### src/rtl/rx_ctrl_pkg.sv
// Shared types and constants for the receive frame release controller:
// default sizes, read FSM states, error flag positions and the frame descriptor.
package rx_ctrl_pkg;

  localparam int DEF_LEN_W   = 11;
  localparam int DEF_DESC_AW = 2;

  typedef enum logic [1:0] {
    ST_IDLE = 2'd0,
    ST_FWD  = 2'd1,
    ST_DROP = 2'd2
  } rd_state_e;

  localparam int ERR_DESC_OVF    = 0;
  localparam int ERR_VERDICT_OVR = 1;
  localparam int ERR_ZERO_LEN    = 2;

  typedef struct packed {
    logic                 good;
    logic [DEF_LEN_W-1:0] len;
  } desc_t;

endpackage

### src/rtl/rx_desc_queue.sv
// Small synchronous FIFO holding one descriptor per completed frame.
// A push into a full queue or a pop from an empty one is ignored.
module rx_desc_queue #(
  parameter int DW = 12,
  parameter int AW = 2
) (
  input  logic          rxclk,
  input  logic          reset,
  input  logic          push,
  input  logic [DW-1:0] push_data,
  input  logic          pop,
  output logic [DW-1:0] pop_data,
  output logic          full,
  output logic          empty
);

  localparam int         DEPTH   = 1 << AW;
  localparam logic [AW:0] DEPTH_C = (AW + 1)'(DEPTH);

  logic [DW-1:0] mem_r [DEPTH];
  logic [AW-1:0] wr_ptr_r;
  logic [AW-1:0] rd_ptr_r;
  logic [AW:0]   count_r;
  logic          do_push_s;
  logic          do_pop_s;

  // Qualify requests against the current occupancy.
  always_comb begin
    full      = (count_r == DEPTH_C);
    empty     = (count_r == {(AW + 1){1'b0}});
    do_push_s = push & ~full;
    do_pop_s  = pop & ~empty;
    pop_data  = mem_r[rd_ptr_r];
  end

  // Storage, pointers and occupancy.
  always_ff @(posedge rxclk or posedge reset) begin
    if (reset) begin
      for (int i = 0; i < DEPTH; i++) begin
        mem_r[i] <= {DW{1'b0}};
      end
      wr_ptr_r <= {AW{1'b0}};
      rd_ptr_r <= {AW{1'b0}};
      count_r  <= {(AW + 1){1'b0}};
    end else begin
      if (do_push_s) begin
        mem_r[wr_ptr_r] <= push_data;
        wr_ptr_r        <= wr_ptr_r + {{(AW - 1){1'b0}}, 1'b1};
      end
      if (do_pop_s) begin
        rd_ptr_r <= rd_ptr_r + {{(AW - 1){1'b0}}, 1'b1};
      end
      case ({do_push_s, do_pop_s})
        2'b10:   count_r <= count_r + {{AW{1'b0}}, 1'b1};
        2'b01:   count_r <= count_r - {{AW{1'b0}}, 1'b1};
        default: count_r <= count_r;
      endcase
    end
  end

endmodule

### src/rtl/rx_frame_release_ctrl.sv
// Frame-granular read sequencer for the receive data/control FIFO pair.
// Optional RX_FRAME_STATS_EN adds saturating good/bad frame counters.
module rx_frame_release_ctrl
  import rx_ctrl_pkg::*;
#(
  parameter int LEN_W   = DEF_LEN_W,
  parameter int DESC_AW = DEF_DESC_AW
) (
  input  logic        rxclk,
  input  logic        reset,
  input  logic        fifo_wr_en,
  input  logic        frame_end,
  input  logic        crc_done,
  input  logic        crc_good,
  input  logic        fifo_empty,
  output logic        fifo_rd_en,
  output logic        out_valid,
  output logic        out_sop,
  output logic        out_eop,
  output logic        rx_ready,
  output logic [2:0]  err_flags
`ifdef RX_FRAME_STATS_EN
  ,
  output logic [15:0] good_frames,
  output logic [15:0] bad_frames
`endif
);

  localparam logic [LEN_W-1:0] LEN_ONE  = LEN_W'(1);
  localparam logic [LEN_W-1:0] LEN_ZERO = LEN_W'(0);

  logic [LEN_W-1:0] wr_cnt_r;
  logic [LEN_W-1:0] pend_len_r;
  logic             pend_vld_r;
  logic [2:0]       err_r;
  logic             rx_ready_r;
  logic             out_valid_r;
  logic             out_sop_r;
  logic             out_eop_r;
  rd_state_e        state_r;
  rd_state_e        state_s;
  logic [LEN_W-1:0] rd_cnt_r;
  logic [LEN_W-1:0] rd_cnt_s;
  logic             first_r;
  logic             first_s;
  logic             pop_s;
  logic             rd_en_s;
  logic             zero_len_s;
  logic             push_s;
  logic             desc_full_s;
  logic             desc_empty_s;
  desc_t            push_desc_s;
  desc_t            head_desc_s;

  // Descriptor assembly from the pending length and the CRC verdict.
  always_comb begin
    push_s           = crc_done & pend_vld_r;
    push_desc_s.good = crc_good;
    push_desc_s.len  = pend_len_r;
  end

  rx_desc_queue #(
    .DW ($bits(desc_t)),
    .AW (DESC_AW)
  ) u_desc_queue (
    .rxclk     (rxclk),
    .reset     (reset),
    .push      (push_s),
    .push_data (push_desc_s),
    .pop       (pop_s),
    .pop_data  (head_desc_s),
    .full      (desc_full_s),
    .empty     (desc_empty_s)
  );

  // Write side: per-frame word count and the frame awaiting its verdict.
  // A verdict in the same cycle as frame_end retires the older frame first.
  always_ff @(posedge rxclk or posedge reset) begin
    if (reset) begin
      wr_cnt_r   <= LEN_ZERO;
      pend_len_r <= LEN_ZERO;
      pend_vld_r <= 1'b0;
    end else begin
      if (frame_end) begin
        wr_cnt_r   <= LEN_ZERO;
        pend_len_r <= wr_cnt_r + LEN_ONE;
        pend_vld_r <= 1'b1;
      end else begin
        if (fifo_wr_en && (wr_cnt_r != {LEN_W{1'b1}})) begin
          wr_cnt_r <= wr_cnt_r + LEN_ONE;
        end
        if (push_s) begin
          pend_vld_r <= 1'b0;
        end
      end
    end
  end

  // Read FSM next-state and read enable.
  always_comb begin
    state_s    = state_r;
    rd_cnt_s   = rd_cnt_r;
    first_s    = first_r;
    pop_s      = 1'b0;
    rd_en_s    = 1'b0;
    zero_len_s = 1'b0;
    case (state_r)
      ST_IDLE: begin
        if (!desc_empty_s) begin
          pop_s    = 1'b1;
          rd_cnt_s = head_desc_s.len;
          first_s  = 1'b1;
          if (head_desc_s.len == LEN_ZERO) begin
            zero_len_s = 1'b1;
            state_s    = ST_IDLE;
          end else if (head_desc_s.good) begin
            state_s = ST_FWD;
          end else begin
            state_s = ST_DROP;
          end
        end else begin
          state_s = ST_IDLE;
        end
      end
      ST_FWD, ST_DROP: begin
        rd_en_s = ~fifo_empty;
        if (rd_en_s) begin
          rd_cnt_s = rd_cnt_r - LEN_ONE;
          first_s  = 1'b0;
          if (rd_cnt_r == LEN_ONE) begin
            state_s = ST_IDLE;
          end else begin
            state_s = state_r;
          end
        end else begin
          state_s = state_r;
        end
      end
      default: begin
        state_s = ST_IDLE;
      end
    endcase
  end

  // Read FSM state and delayed output qualifiers.
  always_ff @(posedge rxclk or posedge reset) begin
    if (reset) begin
      state_r     <= ST_IDLE;
      rd_cnt_r    <= LEN_ZERO;
      first_r     <= 1'b0;
      out_valid_r <= 1'b0;
      out_sop_r   <= 1'b0;
      out_eop_r   <= 1'b0;
    end else begin
      state_r     <= state_s;
      rd_cnt_r    <= rd_cnt_s;
      first_r     <= first_s;
      out_valid_r <= rd_en_s & (state_r == ST_FWD);
      out_sop_r   <= rd_en_s & (state_r == ST_FWD) & first_r;
      out_eop_r   <= rd_en_s & (state_r == ST_FWD) & (rd_cnt_r == LEN_ONE);
    end
  end

  // Sticky error flags and the upstream flow-control flag.
  always_ff @(posedge rxclk or posedge reset) begin
    if (reset) begin
      err_r      <= 3'b000;
      rx_ready_r <= 1'b1;
    end else begin
      rx_ready_r <= ~desc_full_s;
      if (push_s && desc_full_s) begin
        err_r[ERR_DESC_OVF] <= 1'b1;
      end
      if (frame_end && pend_vld_r && !crc_done) begin
        err_r[ERR_VERDICT_OVR] <= 1'b1;
      end
      if (zero_len_s) begin
        err_r[ERR_ZERO_LEN] <= 1'b1;
      end
    end
  end

  assign fifo_rd_en = rd_en_s;
  assign out_valid  = out_valid_r;
  assign out_sop    = out_sop_r;
  assign out_eop    = out_eop_r;
  assign rx_ready   = rx_ready_r;
  assign err_flags  = err_r;

`ifdef RX_FRAME_STATS_EN
  logic [15:0] good_frames_r;
  logic [15:0] bad_frames_r;

  // Saturating per-verdict frame counters, stepped on each descriptor pop.
  always_ff @(posedge rxclk or posedge reset) begin
    if (reset) begin
      good_frames_r <= 16'd0;
      bad_frames_r  <= 16'd0;
    end else begin
      if (pop_s && head_desc_s.good && (good_frames_r != 16'hFFFF)) begin
        good_frames_r <= good_frames_r + 16'd1;
      end
      if (pop_s && !head_desc_s.good && (bad_frames_r != 16'hFFFF)) begin
        bad_frames_r <= bad_frames_r + 16'd1;
      end
    end
  end

  assign good_frames = good_frames_r;
  assign bad_frames  = bad_frames_r;
`endif

endmodule
### config.mk
export PLATFORM = sky130hd
export DESIGN_NAME = rx_frame_release_ctrl
export DESIGN_NICKNAME = d
export VERILOG_FILES = /design/src/rtl/rx_ctrl_pkg.sv /design/src/rtl/rx_desc_queue.sv /design/src/rtl/rx_frame_release_ctrl.sv
export SDC_FILE = /design/constraint.sdc
export NUM_CORES = 1
export LEC_CHECK = 0
export ABC_AREA = 1
export BUFFER_PORTS_ARGS = -buffer_cell sky130_fd_sc_hd__buf_2
export CAP_MARGIN = 20
export CORE_MARGIN = 1.5
export CORE_UTILIZATION = 62
export CTS_CLUSTER_SIZE = 10
export DETAILED_ROUTE_END_ITERATION = 16
export HOLD_SLACK_MARGIN = 0.06
export PLACE_DENSITY = 0.8
export SKIP_LAST_GASP = 1
export SLEW_MARGIN = 20
export SYNTH_ARGS = -nofsm -noshare
export SYNTH_HDL_FRONTEND = slang
export SYNTH_SLANG_ARGS = --single-unit
export TNS_END_PERCENT = 1
### constraint.sdc
create_clock -name rxclk -period 4.2 [get_ports rxclk]
set_input_delay 0.63 -clock rxclk [delete_from_list [all_inputs] [get_ports rxclk]]
set_output_delay 0.63 -clock rxclk [all_outputs]
set_load 0.05 [all_outputs]
==> results.toml <==
[status]
run_status = "finished clean"

[timing]
finalSetupTns_ns = 0
period_minus_slack_ns = 2.62
hold_viol = 0
layout_worst_path_cycle_share_pct = 62.4
slew_viol_final = 0
max_freq_mhz = 381
rsz0062_at_grt = "no"
hold_ws_ns = 0.387
setup_viol = 0
clock_skew_ns = 0.00949
setup_ws_ns = 1.58
relSlewSlack_pct = 51.1
worstMarginPinSlew_ns = 0.734

[detailed_routing]
viasPerCell = 5.54
wire_per_inst_microns = 14.3
drcViolationCount = 0
antenna_left = 0
drt_iter0_markers = 231
wirelength_microns = 9710
vias = 3759
dr.pass1.iters = 5

[critical_path]
crit_cells = 5
endpoint_kind = "output pin"
crit_family = "adder cells"
startpoint_type = "register"
critPathBufInv = 3
crit_fanout = 18
slowest_stage = "ha_1"
worstPathCellList = "inv_1, ha_1, inv_4, nor2_1, buf_2"
worst_ep_required_time_ns = 3.57
critPathKind = "reg -> out"
cp.arrival_ns = 1.99
r2r_cells = 11
crit_path_max_incr_delay_ns = 0.62

[clock_tree]
clkTransAtPathRegs_ns = 0.10
cts_sinks = 99
cts_resized = 0
ctsHoldBuffers = 0
clock_path_buffers = 2
clock_latency_ns = 0.36
cts_tree = "built"
post-cts-setup-buffer-count = 0
cts_made_buffers = 9
cts_max_level = 3
cts_root_buf = "clkbuf_8"

[logic_synthesis]
yosysMostFrequentCell = "nand2_1"
synth.mux.area_fraction_pct = 0
synthFlopType = "dfrtp_1"
ys_ff_latch = 99
syn_area_sq_mm = 0.00479
synthCells = 570
ys.warnings.count = 0
synthTopCellsByCount = "nand2_1, dfrtp_1, o21ai_0, nand3_1, inv_1"
synthSimpleGateAreaFrac_pct = 23.5
yosys.area_share.adder_pct = 3.03
synth_cell_types = 32
synthTopCellsByArea = "dfrtp_1, nand2_1, o21ai_0"
synth-edff-count = 0
synth_compound_area_share_pct = 12.4
synth-async-reset-ratio_pct = 100
avgSynthCellArea_sq_um = 8.40
yosysTopAreaCell = "dfrtp_1"
synth_xor_area_share_pct = 2.19
yosysTopAreaCellShare_pct = 51.2
yosysSeqAreaShare_pct = 51.7
synth_top_family_by_area = "simple AND/OR/NAND/NOR gates"
synthesis.nets = 588

[placement]
hpwl_microns = 6460
place_ws_ns = 1.97
io_buffers = 14
gp_congestion = 0.867
place_area_sq_mm = 0.00486

[final_layout]
antenna_cells = 0
final_util_pct = 68.8
seq_area_sq_mm = 0.00248
layout-drive-gt1-share_pct = 10.5
multi_input_area_sq_mm = 0.00197
area_delta_synth_final_pct = 5.82
fin_nets = 592
fill_cells = 609
design_area_sq_mm = 0.00507

[global_route]
grt_max_degree = 85
grt_pass1_wl_microns = 17100
antenna_found_initial = 0
grtUsageTotal_pct = 26.1
overflow = 0
grt_pass1_vias = 3628

[die]
dieArea_sq_mm = 0.00826
core_area_sq_mm = 0.00737
placementRows = 31
die_h_microns = 90.9
ios = 15
initial_core_util_pct = 65.0
die_x_microns = 90.9

[power_and_ir_drop]
p_leak_uw = 0.00238
p_per_area_mw_per_mm2 = 654
vdd_drop_max_v = 0.000251

[worst_hold_path]
hold_path.class = "in -> async"

[run]
drv_cap = 0
logic make-up after synthesis:
| family | Yosys count |
|---|---|
| AND/OR/NAND/NOR | 264 |
| adder cells (fa/ha/maj) | 11 |
| XOR/XNOR | 12 |
| buffers and inverters | 73 |
| AO/OA/AOI/OAI | 111 |
| flip-flops | 99 |
metrics by stage:
stage               std cells  total power (uW)
CTS                       678              3330
detailed placement        662              2680
global placement          662              2640
global route              678              3590
floorplan                 570              2440
finish                    678              3320
layer usage:
layer	share of wire, %	global-route usage, %	up-vias
met5	0	0	-
met4	1.0	5.86	0
met1	46	34.8	1835
met3	3.9	6.48	12
li1	-	-	1840
met2	49	43.2	72
placed cells by master (no fill, tap or decap), types with 3 or more instances in the layout:
master / instances
xor2_1: 9
inv_4: 4
inv_2: 4
nand2_1: 175
o21ai_1: 17
nand2_2: 7
nand4_1: 4
o21ai_2: 3
o21ai_0: 74
nand3_1: 46
buf_2: 14
xnor2_1: 3
a21oi_1: 12
inv_1: 41
ha_1: 10
nor2_1: 24
clkbuf_8: 11
dfrtp_1: 98
final cells by class:
| type | instances | share of cell area, % |
|---|---|---|
| inverters | 50 | 4.00 |
| repair buffers | 16 | 1.68 |
| well taps | 99 | 2.44 |
| multi-input cells | 398 | 38.8 |
| clock inverters | 5 | 1.16 |
| clock buffers | 11 | 2.99 |
| flip-flops and latches | 99 | 48.9 |
flip-flops by register name, indices dropped and copies added, names as in the netlist, 2 cells and up:
signal and cells:
err_flags 3, pend_len_r 11, rd_cnt_r 11, state_r 2, u_desc_queue.count_r 3, u_desc_queue.mem_r 48
u_desc_queue.rd_ptr_r 2, u_desc_queue.wr_ptr_r 2, wr_cnt_r 11
power by group:
part	internal, uW	leakage, uW	total (uW)	switching [uW]
logic	428	0.000974	1370	943
clock network	309	0.000102	641	332
registers	1160	0.00130	1310	145
total	1900	0.00238	3320	1420
path summary, 6_finish.rpt:
check	to	slack, ns	start
setup / recovery	fifo_rd_en	1.58	state_r[0]
hold / removal	err_flags[0]	0.39	reset
setup reg to reg	rd_cnt_r[9]	2.01	state_r[0]
hold reg to reg	err_flags[2]	0.49	err_flags[2]
max in group asynchronous	u_desc_queue.mem_r[36]	3.06	reset
min in group rxclk	out_valid	0.49	fifo_empty
No activity file was read; power rests on OpenSTA's default activity.
